File: config.mk
export PLATFORM = sky130hd
export DESIGN_NAME = io_bus_host_flat
export DESIGN_NICKNAME = d
export VERILOG_FILES = /design/src/rtl/io_bus_host_pkg.sv /design/src/rtl/io_bus_host_if.sv /design/src/rtl/io_bus_host_misr.sv /design/src/rtl/io_bus_host.sv /design/src/flat_wrapper.sv
export SDC_FILE = /design/constraint.sdc
export NUM_CORES = 1
export LEC_CHECK = 0
export ABC_AREA = 1
export BUFFER_PORTS_ARGS = -buffer_cell sky130_fd_sc_hd__buf_2
export CAP_MARGIN = 20
export CORE_AREA = 2 2 89 99
export CTS_BUF_LIST = sky130_fd_sc_hd__clkbuf_4 sky130_fd_sc_hd__clkbuf_8
export DETAILED_ROUTE_END_ITERATION = 10
export DIE_AREA = 0 0 91 101
export PLACE_DENSITY = 0.76
export SYNTH_ARGS = -nofsm -noshare
export SYNTH_HDL_FRONTEND = slang
export SYNTH_SLANG_ARGS = --single-unit
File: constraint.sdc
create_clock -name clk -period 1.8 [get_ports clk]
set_clock_uncertainty 0.1 [all_clocks]
set_input_delay 0.36 -clock clk [delete_from_list [all_inputs] [get_ports clk]]
set_output_delay 0.36 -clock clk [all_outputs]
set_load 0.1 [all_outputs]
File: src/rtl/io_bus_host_pkg.sv
// ---------------------------------------------------------------------------
// io_bus_host_pkg
// Shared definitions for the IO bus host:
//   - state_t   : host FSM states (IDLE, RUN, DRAIN, DONE)
//   - SEED_DEF  : default LFSR load value
//   - TAPS_DEF  : default feedback mask, x^16+x^14+x^13+x^11+1
//   - lfsr_step : one LFSR advance for the default 16-bit configuration
//   - misr_step : one MISR advance with oeb masking for the default config
// ---------------------------------------------------------------------------
package io_bus_host_pkg;

  localparam logic [15:0] SEED_DEF = 16'hACE1;
  localparam logic [15:0] TAPS_DEF = 16'hB400;

  typedef enum logic [1:0] {
    IDLE  = 2'd0,
    RUN   = 2'd1,
    DRAIN = 2'd2,
    DONE  = 2'd3
  } state_t;

  function automatic logic [15:0] lfsr_step(input logic [15:0] lfsr);
    return {lfsr[14:0], ^(lfsr & TAPS_DEF)};
  endfunction

  // Only pads the fabric drives (oeb=0) contribute to the signature.
  function automatic logic [15:0] misr_step(input logic [15:0] misr,
                                            input logic [15:0] pad_out,
                                            input logic [15:0] pad_oeb);
    return {misr[14:0], ^(misr & TAPS_DEF)} ^ (pad_out & ~pad_oeb);
  endfunction

endpackage

File: src/rtl/io_bus_host_if.sv
// ---------------------------------------------------------------------------
// io_bus_host_if
// Bundles the run-control and fabric pad signals of the IO bus host.
//   master modport : the host (io_bus_host) side
//     in : start, cycles, fab_io_out, fab_io_oeb
//     out: fab_io_in, busy, done, signature, oeb_err, dbg_state
//   slave modport  : the controller / fabric side (directions reversed)
// Handshake: start is a single-cycle request accepted only when the host is
// IDLE; there is no ready/queueing, a start seen in any other state is lost.
// done is a one-cycle completion pulse; signature is valid from the cycle
// after done until the next accepted start.
// ---------------------------------------------------------------------------
interface io_bus_host_if
  import io_bus_host_pkg::*;
#(
  parameter int WIDTH = 16,
  parameter int CNT_W = 16
) ();

  logic             start;
  logic [CNT_W-1:0] cycles;
  logic [WIDTH-1:0] fab_io_out;
  logic [WIDTH-1:0] fab_io_oeb;
  logic [WIDTH-1:0] fab_io_in;
  logic             busy;
  logic             done;
  logic [WIDTH-1:0] signature;
  logic             oeb_err;
  state_t           dbg_state;

  modport master (
    input  start, cycles, fab_io_out, fab_io_oeb,
    output fab_io_in, busy, done, signature, oeb_err, dbg_state
  );

  modport slave (
    output start, cycles, fab_io_out, fab_io_oeb,
    input  fab_io_in, busy, done, signature, oeb_err, dbg_state
  );

endinterface

File: src/rtl/io_bus_host_misr.sv
// ---------------------------------------------------------------------------
// io_bus_host_misr
// Multiple-input signature register. Shifts left with parity feedback taken
// through TAPS and folds the (already masked) data word in every enabled
// cycle.
//   clk, rst : clock, synchronous active-high reset (state -> 0)
//   clear    : synchronous clear, wins over enable
//   enable   : advance one step this cycle
//   data     : word folded into the signature
//   state    : current signature
// ---------------------------------------------------------------------------
module io_bus_host_misr #(
  parameter int               WIDTH = 16,
  parameter logic [WIDTH-1:0] TAPS  = 16'hB400
) (
  input  logic             clk,
  input  logic             rst,
  input  logic             clear,
  input  logic             enable,
  input  logic [WIDTH-1:0] data,
  output logic [WIDTH-1:0] state
);

  always_ff @(posedge clk) begin
    if (rst || clear) begin
      state <= '0;
    end else if (enable) begin
      state <= {state[WIDTH-2:0], ^(state & TAPS)} ^ data;
    end
  end

endmodule

File: src/rtl/io_bus_host.sv
// ---------------------------------------------------------------------------
// io_bus_host
// Host-side stimulus/capture engine for the fabric IO pads. During a run it
// drives LFSR data onto every pad the fabric treats as an input (oeb=1) and
// compresses every pad the fabric drives (oeb=0) into a MISR signature. After
// the stimulus cycles it keeps capturing for FABRIC_LAT drain cycles so that
// pipelined fabric outputs still reach the signature.
//   clk, rst : clock, synchronous active-high reset (aborts a run silently)
//   bus      : io_bus_host_if.master (start/cycles in, pads, busy/done,
//              signature, oeb_err, dbg_state)
// Optional feature macro IO_BUS_HOST_OEB_CHECK_EN: latches oeb on the first
// RUN cycle and raises sticky oeb_err if oeb later differs during RUN/DRAIN.
// Without it oeb_err is tied low.
// ---------------------------------------------------------------------------
module io_bus_host
  import io_bus_host_pkg::*;
#(
  parameter int               WIDTH      = 16,
  parameter int               CNT_W      = 16,
  parameter logic [WIDTH-1:0] SEED       = 16'hACE1,
  parameter logic [WIDTH-1:0] TAPS       = 16'hB400,
  parameter int               FABRIC_LAT = 2
) (
  input  logic          clk,
  input  logic          rst,
  io_bus_host_if.master bus
);

  localparam logic [CNT_W-1:0] DRAIN_LOAD = CNT_W'(FABRIC_LAT);
  localparam logic [CNT_W-1:0] CNT_ONE    = CNT_W'(1);

  state_t           state;
  state_t           next_state;
  logic [WIDTH-1:0] lfsr;
  logic [CNT_W-1:0] cnt;
  logic [WIDTH-1:0] fab_io_in_q;
  logic             busy_q;
  logic             done_q;
  logic [WIDTH-1:0] signature_q;
  logic [WIDTH-1:0] misr_q;
  logic [WIDTH-1:0] capture;
  logic             accept;
  logic             misr_en;

  assign accept  = (state == IDLE) && bus.start;
  assign misr_en = (state == RUN) || (state == DRAIN);
  assign capture = bus.fab_io_out & ~bus.fab_io_oeb;

  // cnt counts stimulus cycles in RUN and is reloaded with FABRIC_LAT for
  // DRAIN; in both states cnt==1 marks the last cycle.
  always_comb begin
    next_state = state;
    case (state)
      IDLE: begin
        if (bus.start) begin
          next_state = (bus.cycles == '0) ? DONE : RUN;
        end
      end
      RUN: begin
        if (cnt == CNT_ONE) begin
          next_state = (FABRIC_LAT > 0) ? DRAIN : DONE;
        end
      end
      DRAIN: begin
        if (cnt == CNT_ONE) begin
          next_state = DONE;
        end
      end
      DONE:    next_state = IDLE;
      default: next_state = IDLE;
    endcase
  end

  always_ff @(posedge clk) begin
    if (rst) begin
      state       <= IDLE;
      lfsr        <= SEED;
      cnt         <= '0;
      fab_io_in_q <= '0;
      busy_q      <= 1'b0;
      done_q      <= 1'b0;
      signature_q <= '0;
    end else begin
      state  <= next_state;
      busy_q <= (next_state == RUN) || (next_state == DRAIN);
      done_q <= (next_state == DONE);
      // Pads the fabric drives always see 0 from the host.
      fab_io_in_q <= (state == RUN) ? (lfsr & bus.fab_io_oeb) : '0;
      case (state)
        IDLE: begin
          if (bus.start) begin
            lfsr <= SEED;
            cnt  <= bus.cycles;
          end
        end
        RUN: begin
          lfsr <= {lfsr[WIDTH-2:0], ^(lfsr & TAPS)};
          cnt  <= (cnt == CNT_ONE) ? DRAIN_LOAD : cnt - CNT_ONE;
        end
        DRAIN: begin
          cnt <= cnt - CNT_ONE;
        end
        DONE: begin
          signature_q <= misr_q;
        end
        default: ;
      endcase
    end
  end

  // Cleared on every accepted start so a zero-cycle run yields signature 0.
  io_bus_host_misr #(
    .WIDTH (WIDTH),
    .TAPS  (TAPS)
  ) u_misr (
    .clk    (clk),
    .rst    (rst),
    .clear  (accept),
    .enable (misr_en),
    .data   (capture),
    .state  (misr_q)
  );

`ifdef IO_BUS_HOST_OEB_CHECK_EN
  logic [WIDTH-1:0] oeb_ref;
  logic             oeb_ref_vld;
  logic             oeb_err_q;

  always_ff @(posedge clk) begin
    if (rst) begin
      oeb_ref     <= '0;
      oeb_ref_vld <= 1'b0;
      oeb_err_q   <= 1'b0;
    end else if (accept) begin
      oeb_ref_vld <= 1'b0;
      oeb_err_q   <= 1'b0;
    end else if ((state == RUN) && !oeb_ref_vld) begin
      oeb_ref     <= bus.fab_io_oeb;
      oeb_ref_vld <= 1'b1;
    end else if (misr_en && (bus.fab_io_oeb != oeb_ref)) begin
      oeb_err_q <= 1'b1;
    end
  end

  assign bus.oeb_err = oeb_err_q;
`else
  assign bus.oeb_err = 1'b0;
`endif

  assign bus.fab_io_in = fab_io_in_q;
  assign bus.busy      = busy_q;
  assign bus.done      = done_q;
  assign bus.signature = signature_q;
  assign bus.dbg_state = state;

endmodule

File: src/flat_wrapper.sv
// flat-port wrapper written by rule: the top's interface ports become plain ports
module io_bus_host_flat import io_bus_host_pkg::*;
#(
  parameter int               WIDTH      = 16,
  parameter int               CNT_W      = 16,
  parameter logic [WIDTH-1:0] SEED       = 16'hACE1,
  parameter logic [WIDTH-1:0] TAPS       = 16'hB400,
  parameter int               FABRIC_LAT = 2
)
  (clk, rst, bus_start, bus_cycles, bus_fab_io_out, bus_fab_io_oeb, bus_fab_io_in, bus_busy, bus_done, bus_signature, bus_oeb_err, bus_dbg_state);
  io_bus_host_if #(.WIDTH(WIDTH), .CNT_W(CNT_W)) bus_i ();
  input  logic clk;
  input  logic rst;
  input wire logic [$bits(bus_i.start)-1:0] bus_start;
  input wire logic [$bits(bus_i.cycles)-1:0] bus_cycles;
  input wire logic [$bits(bus_i.fab_io_out)-1:0] bus_fab_io_out;
  input wire logic [$bits(bus_i.fab_io_oeb)-1:0] bus_fab_io_oeb;
  output wire logic [$bits(bus_i.fab_io_in)-1:0] bus_fab_io_in;
  output wire logic [$bits(bus_i.busy)-1:0] bus_busy;
  output wire logic [$bits(bus_i.done)-1:0] bus_done;
  output wire logic [$bits(bus_i.signature)-1:0] bus_signature;
  output wire logic [$bits(bus_i.oeb_err)-1:0] bus_oeb_err;
  output wire logic [$bits(bus_i.dbg_state)-1:0] bus_dbg_state;
  assign bus_i.start = bus_start;
  assign bus_i.cycles = bus_cycles;
  assign bus_i.fab_io_out = bus_fab_io_out;
  assign bus_i.fab_io_oeb = bus_fab_io_oeb;
  assign bus_fab_io_in = bus_i.fab_io_in;
  assign bus_busy = bus_i.busy;
  assign bus_done = bus_i.done;
  assign bus_signature = bus_i.signature;
  assign bus_oeb_err = bus_i.oeb_err;
  assign bus_dbg_state = bus_i.dbg_state;
  io_bus_host #(.WIDTH(WIDTH), .CNT_W(CNT_W), .SEED(SEED), .TAPS(TAPS), .FABRIC_LAT(FABRIC_LAT)) u_core (.clk(clk), .rst(rst), .bus(bus_i));
endmodule
==> Word level (Yosys, flattened, before mapping) <==
Index checks and enable logic that the tools add are counted.
{ "classes": {"n_bitwise": 5, "eq_ne": 8, "add_sub_neg": 1, "reduce_logical": 13, "mux": 10} }
{ "op_table": {"columns": ["op", "count"], "rows": [
  ["two-way mux 16 bit", 3],
  ["one-hot mux 16 bit (3 select lines)", 1],
  ["bitwise AND 16 bit", 2],
  ["one-hot mux 16 bit (2 select lines)", 1],
  ["XOR reduction 16 bit", 2],
  ["equality test 16 x 1 -> 1 bit, second input constant", 1],
  ["zero test 16 bit", 1],
  ["NOT 16 bit", 1],
  ["subtractor 16 x 1 -> 16 bit, second input constant", 1],
  ["XOR 16 bit", 1],
  ["equality test 2 bit, second input constant", 4],
  ["two-way mux 2 bit", 4],
  ["one-hot mux 2 bit (4 select lines)", 1],
  ["equality test 2 x 1 -> 1 bit, second input constant", 2],
  ["AND reduction 2 bit", 2],
  ["logical OR 1 bit", 3],
  ["nonzero test 3 bit", 1],
  ["zero test 2 bit", 1],
  ["!= test 2 bit, second input constant", 1],
  ["nonzero test 2 bit", 1],
  ["OR reduction 2 bit", 1],
  ["logical AND 1 bit", 1],
  ["NOT 1 bit", 1]
]} }
{ "word_totals": {"wordCells": 45, "input_bits": 51, "reg_bits": 84} }

==> Logic depth before layout (Yosys ltp) <==
Gate-level depths: netlist (run 1).
{ "logic_depth": {"word_depth": 6, "depth_mapped": 14, "ltp_nobuf": 14} }

==> Modules after synthesis <==
From an unflattened synthesis (run 1), not the netlist that was laid out.
{ "unflattened": {"cells_unflattened": 585, "area_unflattened_um2": 4187.8} }
{ "modules_own_cells": {"columns": ["module", "area_each_um2", "cells_each", "seq_area_each_um2", "n_inst"], "rows": [
  ["io_bus_host", 3338.2, 467, 1361.3, 1],
  ["io_bus_host_misr", 849.6, 118, 320.3, 1]
]} }

==> Worst setup path after synthesis (run 1) <==
Ideal clock, no wire load.
{ "synth_path": {"path_type": "register to register", "start": "register u_core.state[1], in the netlist u_core.bus.dbg_state[1]", "end": "register u_core.busy_q, in the netlist u_core.bus.busy", "setup_slack_ps": -790, "synth_period_minus_slack_ps": 2590, "path_stages_with_launch": 12, "t_arrival_ps": 2376, "cell_sequence": "dfxtp_1 -> inv_1 -> ha_1 -> clkbuf_8 -> inv_1 -> buf_6 -> o2111ai_1 -> nand2_1 -> inv_1 -> ha_1 -> inv_1 -> nor2_1"} }
{ "synth_between": {"elab_chain_len": 4, "elab_cells_between_ends": 11, "cone_classes": "eq/ne: 5; mux: 4; reduce/logical: 2"} }
{ "synth_lines": {"columns": ["element", "line_no", "rtl"], "rows": [
  ["start, declared", "io_bus_host.sv:32", "state_t state;"],
  ["start signal, assigned", "io_bus_host.sv:84", "state <= next_state;"],
  ["equality test 2 bit (tied with other cells)", "io_bus_host.sv:53", "case (state)"],
  ["one-hot mux 2 bit (4 select lines) *", "io_bus_host.sv:53", null],
  ["named net u_core.next_state[1]", "io_bus_host.sv:33", "state_t next_state;"],
  ["equality test 2 x 1 -> 1 bit or equality test 2 bit (tied branches)", "io_bus_host.sv:85", "busy_q <= (next_state == RUN) || (next_state == DRAIN);"],
  ["logical OR 1 bit *", "io_bus_host.sv:85", null],
  ["end signal, assigned", "io_bus_host.sv:85", null],
  ["end, declared", "io_bus_host.sv:37", "logic busy_q;"]
]} }
The timed path passes the listed nets; every way through them passes the cells marked *.
A chain may end at the register's enable or synchronous reset.

==> Final worst setup path (run 1) <==
{ "layout_path": {"start": "register u_core.cnt[1]", "end": "register u_core.busy_q, in the netlist u_core.bus.busy"} }
{ "layout_between": {"elab_chain_len": 5, "elab_cells_between_ends": 7, "cone_classes": "eq/ne: 3; mux: 3; reduce/logical: 1"} }
{ "layout_lines": {"columns": ["element", "line_no", "rtl"], "rows": [
  ["start, declared", "io_bus_host.sv:35", "logic [CNT_W-1:0] cnt;"],
  ["start signal, assigned", "io_bus_host.sv:93", "cnt <= bus.cycles;"],
  ["start signal, assigned", "io_bus_host.sv:98", "cnt <= (cnt == CNT_ONE) ? DRAIN_LOAD : cnt - CNT_ONE;"],
  ["start signal, assigned", "io_bus_host.sv:101", "cnt <= cnt - CNT_ONE;"],
  ["equality test 16 x 1 -> 1 bit *", "io_bus_host.sv:60, io_bus_host.sv:65", null],
  ["two-way mux 2 bit, on equally long branches", "io_bus_host.sv:65, io_bus_host.sv:60", null],
  ["one-hot mux 2 bit (4 select lines) *", "io_bus_host.sv:53", null],
  ["named net u_core.next_state[0]", "io_bus_host.sv:33", null],
  ["equality test 2 x 1 -> 1 bit or equality test 2 bit (tied branches)", "io_bus_host.sv:85", null],
  ["logical OR 1 bit *", "io_bus_host.sv:85", null]
]} }
Marks and branches as above.

==> impl_metrics.xml, run 1 <==
<?xml version="1.0" encoding="UTF-8"?>
<metrics>
  <group name="run_status">
    <metric name="run_status" unit="">finished with violations</metric>
    <metric name="violations_in_the_final_reports" unit="">negative setup slack</metric>
  </group>
  <group name="synthesis">
    <metric name="synthesis.instances" unit="">539</metric>
    <metric name="synth.top_cells.by_area" unit="">dfxtp_1, nand2_1, o21ai_0, nor2_1, a21oi_1</metric>
    <metric name="synth.avg_cell_area" unit="µm²">7.398</metric>
    <metric name="cell_type_contributing_the_most_total_cell_area_after_synthesis" unit="">dfxtp_1</metric>
    <metric name="dominantRegCellSynth" unit="">dfxtp_1</metric>
    <metric name="ys_seq_elements" unit="">84</metric>
    <metric name="sequential_fraction_of_the_synthesis_area" unit="%">42.17</metric>
    <metric name="synthesis.yosys.warnings" unit="">0</metric>
    <metric name="total_nets_after_synthesis" unit="">597</metric>
    <metric name="number_of_synthesized_flops_with_an_enable_pin" unit="">0</metric>
    <metric name="synth.top_cells.by_count" unit="">dfxtp_1, nand2_1, nor2_1</metric>
    <metric name="synthDistinctLibCells" unit="">34</metric>
    <metric name="syn_area" unit="µm²">3988</metric>
    <metric name="ys_async_sr_fraction" unit="%">0</metric>
    <metric name="synth_top_area_share" unit="%">42.17</metric>
  </group>
  <group name="cells_and_area">
    <metric name="antenna-diode-count" unit="">0</metric>
    <metric name="drive_above_1_share" unit="%">27.26</metric>
    <metric name="area_growth" unit="%">23.53</metric>
    <metric name="layout.nets" unit="">695</metric>
    <metric name="fin_cells" unit="">753</metric>
  </group>
  <group name="pwr">
    <metric name="power_leakage" unit="nW">2.382</metric>
    <metric name="pwr_density_cell" unit="nW/µm²">1629</metric>
    <metric name="comb_power_share" unit="%">46.5</metric>
    <metric name="seq_power_share" unit="%">32.8</metric>
    <metric name="swShare" unit="%">44.65</metric>
    <metric name="power_switching" unit="W">0.003583</metric>
    <metric name="peakVddDrop" unit="µV">825.7</metric>
    <metric name="internal_power" unit="W">0.004442</metric>
    <metric name="power.share.clock" unit="%">20.7</metric>
  </group>
  <group name="grt">
    <metric name="grt_use_total" unit="%">22.39</metric>
    <metric name="grt_pass1_vias" unit="">3661</metric>
    <metric name="antenna_found_initial" unit="">0</metric>
    <metric name="grt-ovfl-total" unit="">0</metric>
    <metric name="grt_first_pass_wirelength" unit="µm">16520</metric>
    <metric name="grt_max_degree" unit="">38</metric>
  </group>
  <group name="timing">
    <metric name="max_slew_margin" unit="%">59.67</metric>
    <metric name="report.final.setup_viol" unit="">1</metric>
    <metric name="slew_viol_final" unit="">0</metric>
    <metric name="min_period_over_period" unit="%">100.1</metric>
    <metric name="period_minus_slack" unit="ns">1.802</metric>
    <metric name="timing.final.hold_violations" unit="">0</metric>
    <metric name="timing_worst_slew_pin_value" unit="ns">0.6041</metric>
    <metric name="hold_ws" unit="ns">0.1423</metric>
    <metric name="rsz_0062_raised_after_global_routing" unit="">yes</metric>
    <metric name="setup-tns-final" unit="ns">-0.002262</metric>
    <metric name="fmax" unit="GHz">0.5549</metric>
    <metric name="final_critical_path_setup_slack" unit="ns">-0.002262</metric>
  </group>
  <group name="floorplanning">
    <metric name="area_enclosed_by_the_die_boundary" unit="µm²">9191</metric>
    <metric name="placementRows" unit="">35</metric>
    <metric name="core_region_area" unit="µm²">8233</metric>
    <metric name="design.portCount" unit="">88</metric>
    <metric name="floorplan.die.height" unit="µm">101</metric>
    <metric name="die_w" unit="µm">91</metric>
    <metric name="initial_utilization" unit="%">48.43</metric>
  </group>
  <group name="cts">
    <metric name="clockBufferDepth" unit="">2</metric>
    <metric name="clock_sink_count" unit="">84</metric>
    <metric name="cts.clk_slew.worst_paths" unit="ns">0.08</metric>
    <metric name="number_of_buffers_inserted_during_clock_tree_synthesis" unit="">9</metric>
    <metric name="clk_latency" unit="ns">0.35</metric>
    <metric name="cts.root.buffer_cell" unit="">clkbuf_8</metric>
    <metric name="cts_max_level" unit="">3</metric>
    <metric name="hold_buffers" unit="">0</metric>
    <metric name="tritoncts" unit="">yes</metric>
  </group>
  <group name="placed_design">
    <metric name="placed_cells" unit="">732</metric>
    <metric name="placement.io_buffers" unit="">86</metric>
    <metric name="place_congestion" unit="">0.9621</metric>
    <metric name="hpwl" unit="µm">7567</metric>
  </group>
  <group name="detailed_routing">
    <metric name="detail_route.wl_per_cell" unit="µm">13.75</metric>
    <metric name="firstDrtPassIters" unit="">5</metric>
    <metric name="avgViaCountPerCell" unit="">5.124</metric>
    <metric name="drc_errors" unit="">0</metric>
    <metric name="first_iter_violations" unit="">128</metric>
    <metric name="routed_wl" unit="µm">10350</metric>
    <metric name="drt.antenna.violating_nets" unit="">0</metric>
    <metric name="route.vias.total" unit="">3858</metric>
  </group>
  <group name="critical_path">
    <metric name="setup.worst_path.start_class" unit="">flip-flop</metric>
    <metric name="cp_max_fo" unit="">3</metric>
    <metric name="critPathSlowestCell" unit="">dfxtp_2</metric>
    <metric name="worstPathRequired" unit="ns">1.93</metric>
    <metric name="timing.critical_path.cells" unit="">inv_2 -&gt; ha_4 -&gt; inv_2 -&gt; nor2_2 -&gt; nand2_2 -&gt; nor2_4 -&gt; nand2_4 -&gt; nand2_4 -&gt; nand2_4 -&gt; nand2_2 -&gt; nand2_2 -&gt; ha_4 -&gt; inv_2 -&gt; nor2_1</metric>
    <metric name="cp.arrival" unit="ns">1.93</metric>
    <metric name="critPathCaptureType" unit="">flip-flop</metric>
    <metric name="critical_path_buf_inv_count" unit="">3</metric>
    <metric name="path_class" unit="">flip-flop to flip-flop</metric>
    <metric name="path_delay_family" unit="">simple AND/OR/NAND/NOR gates</metric>
    <metric name="critical_path_max_stage_delay" unit="ns">0.33</metric>
  </group>
  <group name="min_path">
    <metric name="timing.hold.worst.class" unit="">input pin to flip-flop</metric>
  </group>
  <group name="job">
    <metric name="cap_violations" unit="">0</metric>
  </group>
</metrics>
cells by family (layout without fill, tap and decap cells):
| family | count (synthesis) | after routing | synth area share, % |
|---|---|---|---|
| adders and majority gates | 7 | 7 | 2.196 |
| xor gates and xnor gates | 26 | 26 | 5.711 |
| AOI/OAI and AO/OA | 118 | 118 | 15.78 |
| DFF | 84 | 84 | 42.17 |
| other | 1 | 1 | 0.09404 |
| buffers and inverters | 81 | 184 | 8.817 |
| and+or+nand+nor | 222 | 222 | 25.23 |
cell type report:
type | instances | area (µm²)
clock buffer | 11 | 145.1
fill | 778 | 3307
timing repair buffer | 107 | 588.1
multi-input combinational | 374 | 2018
clock inverter | 5 | 107.6
tap | 111 | 138.9
inverter | 61 | 236.5
sequential | 84 | 1692
sequential cells by signal, indices dropped and copies added (netlist names):
register,count
u_core.bus.done,1
u_core.bus.busy,1
u_core.bus.dbg_state,2
u_core.bus.signature,16
u_core.bus.fab_io_in,16
u_core.lfsr,16
u_core.u_misr.state,16
u_core.cnt,16
power by group through the flow:
stage,clock (W),combinational (W),sequential (W)
5_1_grt,0.00176,0.00411,0.00267
4_1_cts,0.00170,0.00358,0.00261
6_report,0.00166,0.00373,0.00263
2_1_floorplan,0,0.00222,0.00316
3_5_place_dp,0,0.00354,0.00264
3_3_place_gp,0,0.00347,0.00263
cell usage in the layout, fill, tap and decap left out, types with 5 or more instances in the layout:
cell,Yosys,layout
buf_4,5,21
nor2_4,5,5
inv_1,55,48
xor2_1,21,21
dfxtp_1,84,80
inv_2,6,10
nand3_1,21,20
nor2_1,75,74
xnor2_1,5,5
o21ai_0,58,58
nor2_2,8,9
nand2_2,4,8
buf_2,3,86
nand2_1,84,80
nand4_1,8,8
nor3_1,10,10
a21oi_1,50,50
clkbuf_8,1,10
worst paths after layout:
kind                 startpoint                  endpoint  slack (ns)  cells after the start
max               u_core.cnt[1]           u_core.bus.busy      -0.002                     14
min          bus_fab_io_oeb[13]  u_core.bus.fab_io_in[13]        0.14                      3
max reg2reg       u_core.cnt[1]           u_core.bus.busy      -0.002                     14
min reg2reg      u_core.lfsr[9]   u_core.bus.fab_io_in[9]        0.36                      2
what timing repair did:
item / CTS / global route
setup buffers: 2 / 3
setup endpoints to repair: 1 / 24
gates cloned: 0 / 0
resized for setup: 5 / 12
pin swaps: 2 / 6
metrics by stage:
step	utilization (%)	power [W]	instance area [µm²]	worst slack, ns
2_1_floorplan	-	0.005378	4023	-0.09038
3_3_place_gp	55.70	0.006096	4586	0.04080
3_5_place_dp	55.70	0.006184	4586	-0.01733
4_1_cts	59.04	0.007888	4861	0.003083
5_1_grt	59.83	0.008544	4926	-0.08625
6_report	59.83	0.008025	4926	-0.002262
per-layer routing:
layer  wire length [µm]  GRT usage [%]  part of all wire, %
met1               4296          26.15                   41
met3                640          3.141                  6.2
met2               5059          40.11                   49
met5                  0              0                    0
met4                358          11.42                  3.5
worst register-to-register path, stage by stage, from the launching register on:
cell and delay (ns):
dfxtp_2 0.33, inv_2 0.07, ha_4 0.14, inv_2 0.04, nor2_2 0.13, nand2_2 0.08
nor2_4 0.15, nand2_4 0.08, nand2_4 0.07, nand2_4 0.05, nand2_2 0.07, nand2_2 0.07
ha_4 0.25, inv_2 0.04, nor2_1 0.03
(Power assumes the default switching activity.)
==> run 2: changes to the inputs <==
TNS_END_PERCENT = 5   (was not set)
==> run 2 against run 1 <==
The flow still finishes with violations (negative setup slack). Flip-flop and latch count unchanged. Critical path depth stayed put. Routed wire length shrank 0.13%.
==> impl_metrics.xml, run 2 (synthesis results as in run 1) <==
<?xml version="1.0" encoding="UTF-8"?>
<metrics>
  <group name="grt">
    <metric name="met3_usage" unit="%">3.141</metric>
    <metric name="met2_capacity_usage_during_global_routing" unit="%">40.11</metric>
    <metric name="top_usage_layer" unit="">met2</metric>
    <metric name="antenna_found_initial" unit="">0</metric>
    <metric name="grt_max_degree" unit="">38</metric>
    <metric name="grt_pass1_vias" unit="">3661</metric>
    <metric name="grt-ovfl-total" unit="">0</metric>
    <metric name="grt_use_total" unit="%">22.39</metric>
    <metric name="grt.met1_usage" unit="%">26.15</metric>
    <metric name="grt_first_pass_wirelength" unit="µm">16520</metric>
  </group>
  <group name="placed_design">
    <metric name="dp_slack" unit="ns">-0.01733</metric>
    <metric name="placed_cells" unit="">732</metric>
    <metric name="hpwl" unit="µm">7567</metric>
    <metric name="placement.io_buffers" unit="">86</metric>
    <metric name="place_congestion" unit="">0.9621</metric>
  </group>
  <group name="min_path">
    <metric name="timing.hold.worst.class" unit="">input pin to flip-flop</metric>
  </group>
  <group name="critical_path">
    <metric name="critPathSlowestCell" unit="">dfxtp_2</metric>
    <metric name="setup.worst_path.start_class" unit="">flip-flop</metric>
    <metric name="critPathCaptureType" unit="">flip-flop</metric>
    <metric name="path_class" unit="">flip-flop to flip-flop</metric>
    <metric name="worstPathRequired" unit="ns">1.93</metric>
    <metric name="cp_max_fo" unit="">3</metric>
    <metric name="critical_path_max_stage_delay" unit="ns">0.34</metric>
    <metric name="cp.arrival" unit="ns">1.94</metric>
    <metric name="timing.critical_path.cells" unit="">inv_2 -&gt; ha_4 -&gt; inv_2 -&gt; nor2_2 -&gt; nand2_2 -&gt; nor2_4 -&gt; nand2_4 -&gt; nand2_4 -&gt; nand2_4 -&gt; nand2_2 -&gt; nand2_2 -&gt; ha_4 -&gt; inv_2 -&gt; nor2_1</metric>
  </group>
  <group name="cells_and_area">
    <metric name="most_frequent_cells_in_the_layout" unit="">buf_2, nand2_1, dfxtp_1</metric>
    <metric name="regArea" unit="µm²">1692</metric>
    <metric name="fill_cells" unit="">780</metric>
    <metric name="antenna-diode-count" unit="">0</metric>
    <metric name="layout.nets" unit="">694</metric>
    <metric name="multiInputGateArea" unit="µm²">2018</metric>
    <metric name="drive_above_1_share" unit="%">27.15</metric>
    <metric name="area_growth" unit="%">23.41</metric>
    <metric name="layout_commonest_cell" unit="">buf_2</metric>
    <metric name="fin_cells" unit="">752</metric>
  </group>
  <group name="detailed_routing">
    <metric name="drc_errors" unit="">0</metric>
    <metric name="first_iter_violations" unit="">150</metric>
    <metric name="firstDrtPassIters" unit="">4</metric>
    <metric name="detail_route.wl_per_cell" unit="µm">13.75</metric>
    <metric name="routed_wl" unit="µm">10340</metric>
    <metric name="avgViaCountPerCell" unit="">5.124</metric>
    <metric name="route.vias.total" unit="">3853</metric>
    <metric name="drt.antenna.violating_nets" unit="">0</metric>
  </group>
  <group name="cts">
    <metric name="cts.clk_slew.worst_paths" unit="ns">0.08</metric>
    <metric name="clk_latency" unit="ns">0.35</metric>
    <metric name="cts.root.buffer_cell" unit="">clkbuf_8</metric>
    <metric name="clockBufferDepth" unit="">2</metric>
    <metric name="tritoncts" unit="">yes</metric>
    <metric name="cts_max_level" unit="">3</metric>
    <metric name="clock_sink_count" unit="">84</metric>
    <metric name="number_of_buffers_inserted_during_clock_tree_synthesis" unit="">9</metric>
  </group>
  <group name="pwr">
    <metric name="swShare" unit="%">44.69</metric>
    <metric name="peakVddDrop" unit="µV">827.1</metric>
    <metric name="internal_power" unit="W">0.004435</metric>
    <metric name="pwr_density_cell" unit="nW/µm²">1629</metric>
    <metric name="power_switching" unit="W">0.003583</metric>
    <metric name="seq_power_share" unit="%">32.8</metric>
    <metric name="design_power_total" unit="W">0.008018</metric>
    <metric name="comb_power_share" unit="%">46.4</metric>
    <metric name="power.share.clock" unit="%">20.8</metric>
    <metric name="power_leakage" unit="nW">2.378</metric>
  </group>
  <group name="timing">
    <metric name="timing.final.hold_violations" unit="">0</metric>
    <metric name="report.final.setup_viol" unit="">1</metric>
    <metric name="slew_viol_final" unit="">0</metric>
    <metric name="period_minus_slack" unit="ns">1.805</metric>
    <metric name="fmax" unit="GHz">0.5540</metric>
    <metric name="hold_ws" unit="ns">0.1419</metric>
    <metric name="timing_worst_slew_pin_value" unit="ns">0.5889</metric>
    <metric name="rsz_0062_raised_after_global_routing" unit="">yes</metric>
    <metric name="min_period_over_period" unit="%">100.3</metric>
    <metric name="final_critical_path_setup_slack" unit="ns">-0.005046</metric>
    <metric name="max_slew_margin" unit="%">60.68</metric>
  </group>
  <group name="floorplanning">
    <metric name="initial_utilization" unit="%">48.43</metric>
    <metric name="core_region_area" unit="µm²">8233</metric>
    <metric name="floorplan.die.height" unit="µm">101</metric>
    <metric name="placementRows" unit="">35</metric>
    <metric name="area_enclosed_by_the_die_boundary" unit="µm²">9191</metric>
    <metric name="design.portCount" unit="">88</metric>
    <metric name="die_w" unit="µm">91</metric>
  </group>
  <group name="job">
    <metric name="cap_violations" unit="">0</metric>
  </group>
  <group name="run_status">
    <metric name="violations_in_the_final_reports" unit="">negative setup slack</metric>
    <metric name="run_status" unit="">finished with violations</metric>
  </group>
</metrics>
-- run 2: changes by cell type in the layout (fill, tap and decap cells not counted), sizes merged --
cell  change
buf       -1
-- run 2: power groups by stage --
| stage | Sequential [W] | Combinational, W | Clock (W) |
|---|---|---|---|
| after global routing | 0.00267 | 0.00410 | 0.00176 |
| after global placement | 0.00263 | 0.00347 | 0 |
| final | 0.00263 | 0.00372 | 0.00167 |
| after floorplan | 0.00316 | 0.00222 | 0 |
| after CTS | 0.00261 | 0.00358 | 0.00170 |
| after detailed placement | 0.00264 | 0.00354 | 0 |
-- run 2: path summary, 6_finish.rpt --
| check | cells past startpoint | startpoint | slack (ns) | end |
|---|---|---|---|---|
| max | 14 | u_core.cnt[1] | -0.005 | u_core.bus.busy |
| min | 3 | bus_fab_io_oeb[13] | 0.14 | u_core.bus.fab_io_in[13] |
| max reg2reg | 14 | u_core.cnt[1] | -0.005 | u_core.bus.busy |
| min reg2reg | 2 | u_core.lfsr[9] | 0.36 | u_core.bus.fab_io_in[9] |
-- run 2: worst max-delay path: cells and delay by family (launching register included) --
kind                       cells  cell delay (ns)
DFF                            1             0.34
and+or+nand+nor                9             0.72
adders and majority gates      2             0.39
buffers and inverters          3             0.15
-- run 2: per-stage QoR --
stage                     cell area (µm²)  setup TNS (ns)  utilization, %
final                                4921       -0.005046           59.77
after global routing                 4921         -0.1994           59.77
after CTS                            4861               0           59.04
after detailed placement             4586        -0.01733           55.70
after global placement               4586               0           55.70
after floorplan                      4023         -0.9407               -
-- run 2: repair_timing --
| action | in CTS | in global routing |
|---|---|---|
| hold buffers | 0 | 0 |
| pin swaps | 2 | 5 |
| gates resized for setup | 5 | 13 |
| endpoints found under the setup margin | 1 | 24 |
| buffers inserted | 2 | 2 |
-- run 2: final cells by class --
cell class / count / area share, %
Clock inverter: 5 / 2.187
Clock buffer: 11 / 2.949
Timing Repair Buffer: 106 / 11.80
Multi-Input combinational cell: 374 / 41.01
Sequential cell: 84 / 34.38
Inverter: 61 / 4.856
Tap cell: 111 / 2.822
-- run 2: per-layer routing --
metal,up-vias,wire length (µm)
li1,1932,-
met1,1771,4407
met2,125,5090
met3,25,509
met4,0,334
met5,-,0
==> run 3: changes to the inputs <==
SKIP_CTS_REPAIR_TIMING = 1   (was not set)
==> run 3 against run 2 <==
The run still ends with negative setup slack left. Utilization is 0.52 points lower. Combinational power is 2% lower. Routed wire length is 1.1% lower. Power is 1.1% lower.
==> impl_metrics.xml, run 3 (synthesis results as in run 1) <==
<?xml version="1.0" encoding="UTF-8"?>
<metrics>
  <group name="detailed_routing">
    <metric name="avgViaCountPerCell" unit="">5.101</metric>
    <metric name="route.vias.total" unit="">3821</metric>
    <metric name="drc_errors" unit="">0</metric>
    <metric name="firstDrtPassIters" unit="">4</metric>
    <metric name="routed_wl" unit="µm">10220</metric>
    <metric name="drt.antenna.violating_nets" unit="">0</metric>
    <metric name="first_iter_violations" unit="">126</metric>
    <metric name="detail_route.wl_per_cell" unit="µm">13.65</metric>
  </group>
  <group name="critical_path">
    <metric name="worstReg2RegEnd" unit="">u_core.bus.busy</metric>
    <metric name="crit_start" unit="">u_core.cnt[1]</metric>
    <metric name="worstPathRequired" unit="ns">1.93</metric>
    <metric name="worst_r2r_startpoint" unit="">u_core.cnt[1]</metric>
    <metric name="reg2reg_depth" unit="">14</metric>
    <metric name="critPathCaptureType" unit="">flip-flop</metric>
    <metric name="cp.arrival" unit="ns">1.94</metric>
    <metric name="cp-endpoint" unit="">u_core.bus.busy</metric>
    <metric name="cp_max_fo" unit="">3</metric>
    <metric name="path_class" unit="">flip-flop to flip-flop</metric>
    <metric name="ff2ff_setup_slack" unit="ns">-0.01</metric>
    <metric name="setup.worst_path.start_class" unit="">flip-flop</metric>
  </group>
  <group name="min_path">
    <metric name="timing.hold.worst.class" unit="">input pin to flip-flop</metric>
  </group>
  <group name="pwr">
    <metric name="power_leakage" unit="nW">2.364</metric>
    <metric name="pwr_density_cell" unit="nW/µm²">1626</metric>
    <metric name="peakVddDrop" unit="µV">823.9</metric>
  </group>
  <group name="placed_design">
    <metric name="placement.io_buffers" unit="">86</metric>
    <metric name="place_congestion" unit="">0.9621</metric>
    <metric name="hpwl" unit="µm">7567</metric>
    <metric name="placed_cells" unit="">732</metric>
    <metric name="postPlaceCellArea" unit="µm²">4586</metric>
  </group>
  <group name="cts">
    <metric name="number_of_buffers_inserted_during_clock_tree_synthesis" unit="">9</metric>
    <metric name="clock_sink_count" unit="">84</metric>
    <metric name="tritoncts" unit="">yes</metric>
    <metric name="clockBufferDepth" unit="">2</metric>
    <metric name="cts.root.buffer_cell" unit="">clkbuf_8</metric>
    <metric name="clk_latency" unit="ns">0.35</metric>
    <metric name="cts.clk_slew.worst_paths" unit="ns">0.08</metric>
    <metric name="cts_max_level" unit="">3</metric>
  </group>
  <group name="grt">
    <metric name="grt_max_degree" unit="">38</metric>
    <metric name="grt-ovfl-total" unit="">0</metric>
    <metric name="grt_use_total" unit="%">22.44</metric>
    <metric name="grt_pass1_vias" unit="">3664</metric>
    <metric name="antenna_found_initial" unit="">0</metric>
    <metric name="grt_first_pass_wirelength" unit="µm">16550</metric>
  </group>
  <group name="cells_and_area">
    <metric name="final_cell_area" unit="µm²">4878</metric>
    <metric name="area_growth" unit="%">22.34</metric>
    <metric name="drive_above_1_share" unit="%">26.18</metric>
    <metric name="layout.nets" unit="">691</metric>
    <metric name="fill_cells" unit="">777</metric>
    <metric name="most_frequent_cells_in_the_layout" unit="">buf_2, nand2_1, dfxtp_1</metric>
    <metric name="multiInputGateArea" unit="µm²">2001</metric>
    <metric name="antenna-diode-count" unit="">0</metric>
    <metric name="layout_commonest_cell" unit="">buf_2</metric>
    <metric name="fin_cells" unit="">749</metric>
    <metric name="regArea" unit="µm²">1692</metric>
  </group>
  <group name="floorplanning">
    <metric name="area_enclosed_by_the_die_boundary" unit="µm²">9191</metric>
    <metric name="die_w" unit="µm">91</metric>
    <metric name="core_region_area" unit="µm²">8233</metric>
    <metric name="design.portCount" unit="">88</metric>
    <metric name="floorplan.die.height" unit="µm">101</metric>
    <metric name="placementRows" unit="">35</metric>
    <metric name="initial_utilization" unit="%">48.43</metric>
  </group>
  <group name="timing">
    <metric name="period_minus_slack" unit="ns">1.812</metric>
    <metric name="timing_worst_slew_pin_value" unit="ns">0.6165</metric>
    <metric name="fmax" unit="GHz">0.5517</metric>
    <metric name="report.final.setup_viol" unit="">1</metric>
    <metric name="final_critical_path_setup_slack" unit="ns">-0.01247</metric>
    <metric name="timing.final.hold_violations" unit="">0</metric>
    <metric name="rsz_0062_raised_after_global_routing" unit="">yes</metric>
    <metric name="min_period_over_period" unit="%">100.7</metric>
    <metric name="max_slew_margin" unit="%">58.84</metric>
    <metric name="slew_viol_final" unit="">0</metric>
  </group>
  <group name="run_status">
    <metric name="violations_in_the_final_reports" unit="">negative setup slack</metric>
    <metric name="run_status" unit="">finished with violations</metric>
  </group>
  <group name="job">
    <metric name="cap_violations" unit="">0</metric>
  </group>
</metrics>
run 3: power by group:
group	switching (W)	internal, W
clock	0.000679	0.000983
combinational	0.00249	0.00115
sequential	0.000368	0.00226
total	0.00354	0.00439
run 3: worst min-delay path by stage:
stage	start	endpoint	slack, ns	cells past startpoint
2_1_floorplan	u_core.lfsr[9]	u_core.bus.fab_io_in[9]	0.33	2
3_3_place_gp	u_core.lfsr[9]	u_core.bus.fab_io_in[9]	0.34	2
3_5_place_dp	u_core.lfsr[9]	u_core.bus.fab_io_in[9]	0.35	2
4_1_cts	bus_fab_io_oeb[13]	u_core.bus.fab_io_in[13]	0.12	3
5_1_grt	bus_fab_io_oeb[14]	u_core.bus.fab_io_in[14]	0.13	3
6_report	bus_fab_io_oeb[13]	u_core.bus.fab_io_in[13]	0.14	3
run 3: metrics by stage:
| step | power [W] | TNS (ns) | setup slack [ns] | hold slack [ns] | util (%) |
|---|---|---|---|---|---|
| after detailed placement | 0.006184 | -0.01733 | -0.01733 | 0.3504 | 55.70 |
| after global routing | 0.008440 | -0.09602 | -0.07471 | 0.1316 | 59.26 |
| after CTS | 0.007863 | -0.02731 | -0.02731 | 0.1219 | 58.77 |
| after floorplan | 0.005378 | -0.9407 | -0.09038 | 0.3253 | - |
| final | 0.007932 | -0.01247 | -0.01247 | 0.1419 | 59.26 |
| after global placement | 0.006096 | 0 | 0.04080 | 0.3428 | 55.70 |
run 3: cell type report:
| type | count | area share [%] |
|---|---|---|
| clock buffer | 11 | 2.975 |
| inverter | 61 | 4.847 |
| timing repair buffer | 103 | 11.44 |
| clock inverter | 5 | 2.206 |
| tap | 111 | 2.847 |
| sequential | 84 | 34.68 |
| multi-input combinational | 374 | 41.01 |
run 3: per-layer routing:
metal	global-route usage [%]	wire length [µm]	part of all wire, %
met1	26.34	4268	42
met2	40.06	5035	49
met3	3.141	620	6.1
met4	11.42	298	2.9
met5	0	0	0
run 3: worst max-delay path, stage by stage (launching register included):
cell,delay (ns)
dfxtp_2,0.33
inv_2,0.07
ha_4,0.14
inv_2,0.03
nor2_2,0.11
nand2_2,0.07
nor2_4,0.17
nand2_4,0.08
nand2_4,0.07
nand2_4,0.05
nand2_2,0.07
nand2_1,0.05
ha_1,0.27
inv_1,0.05
nor2_1,0.03
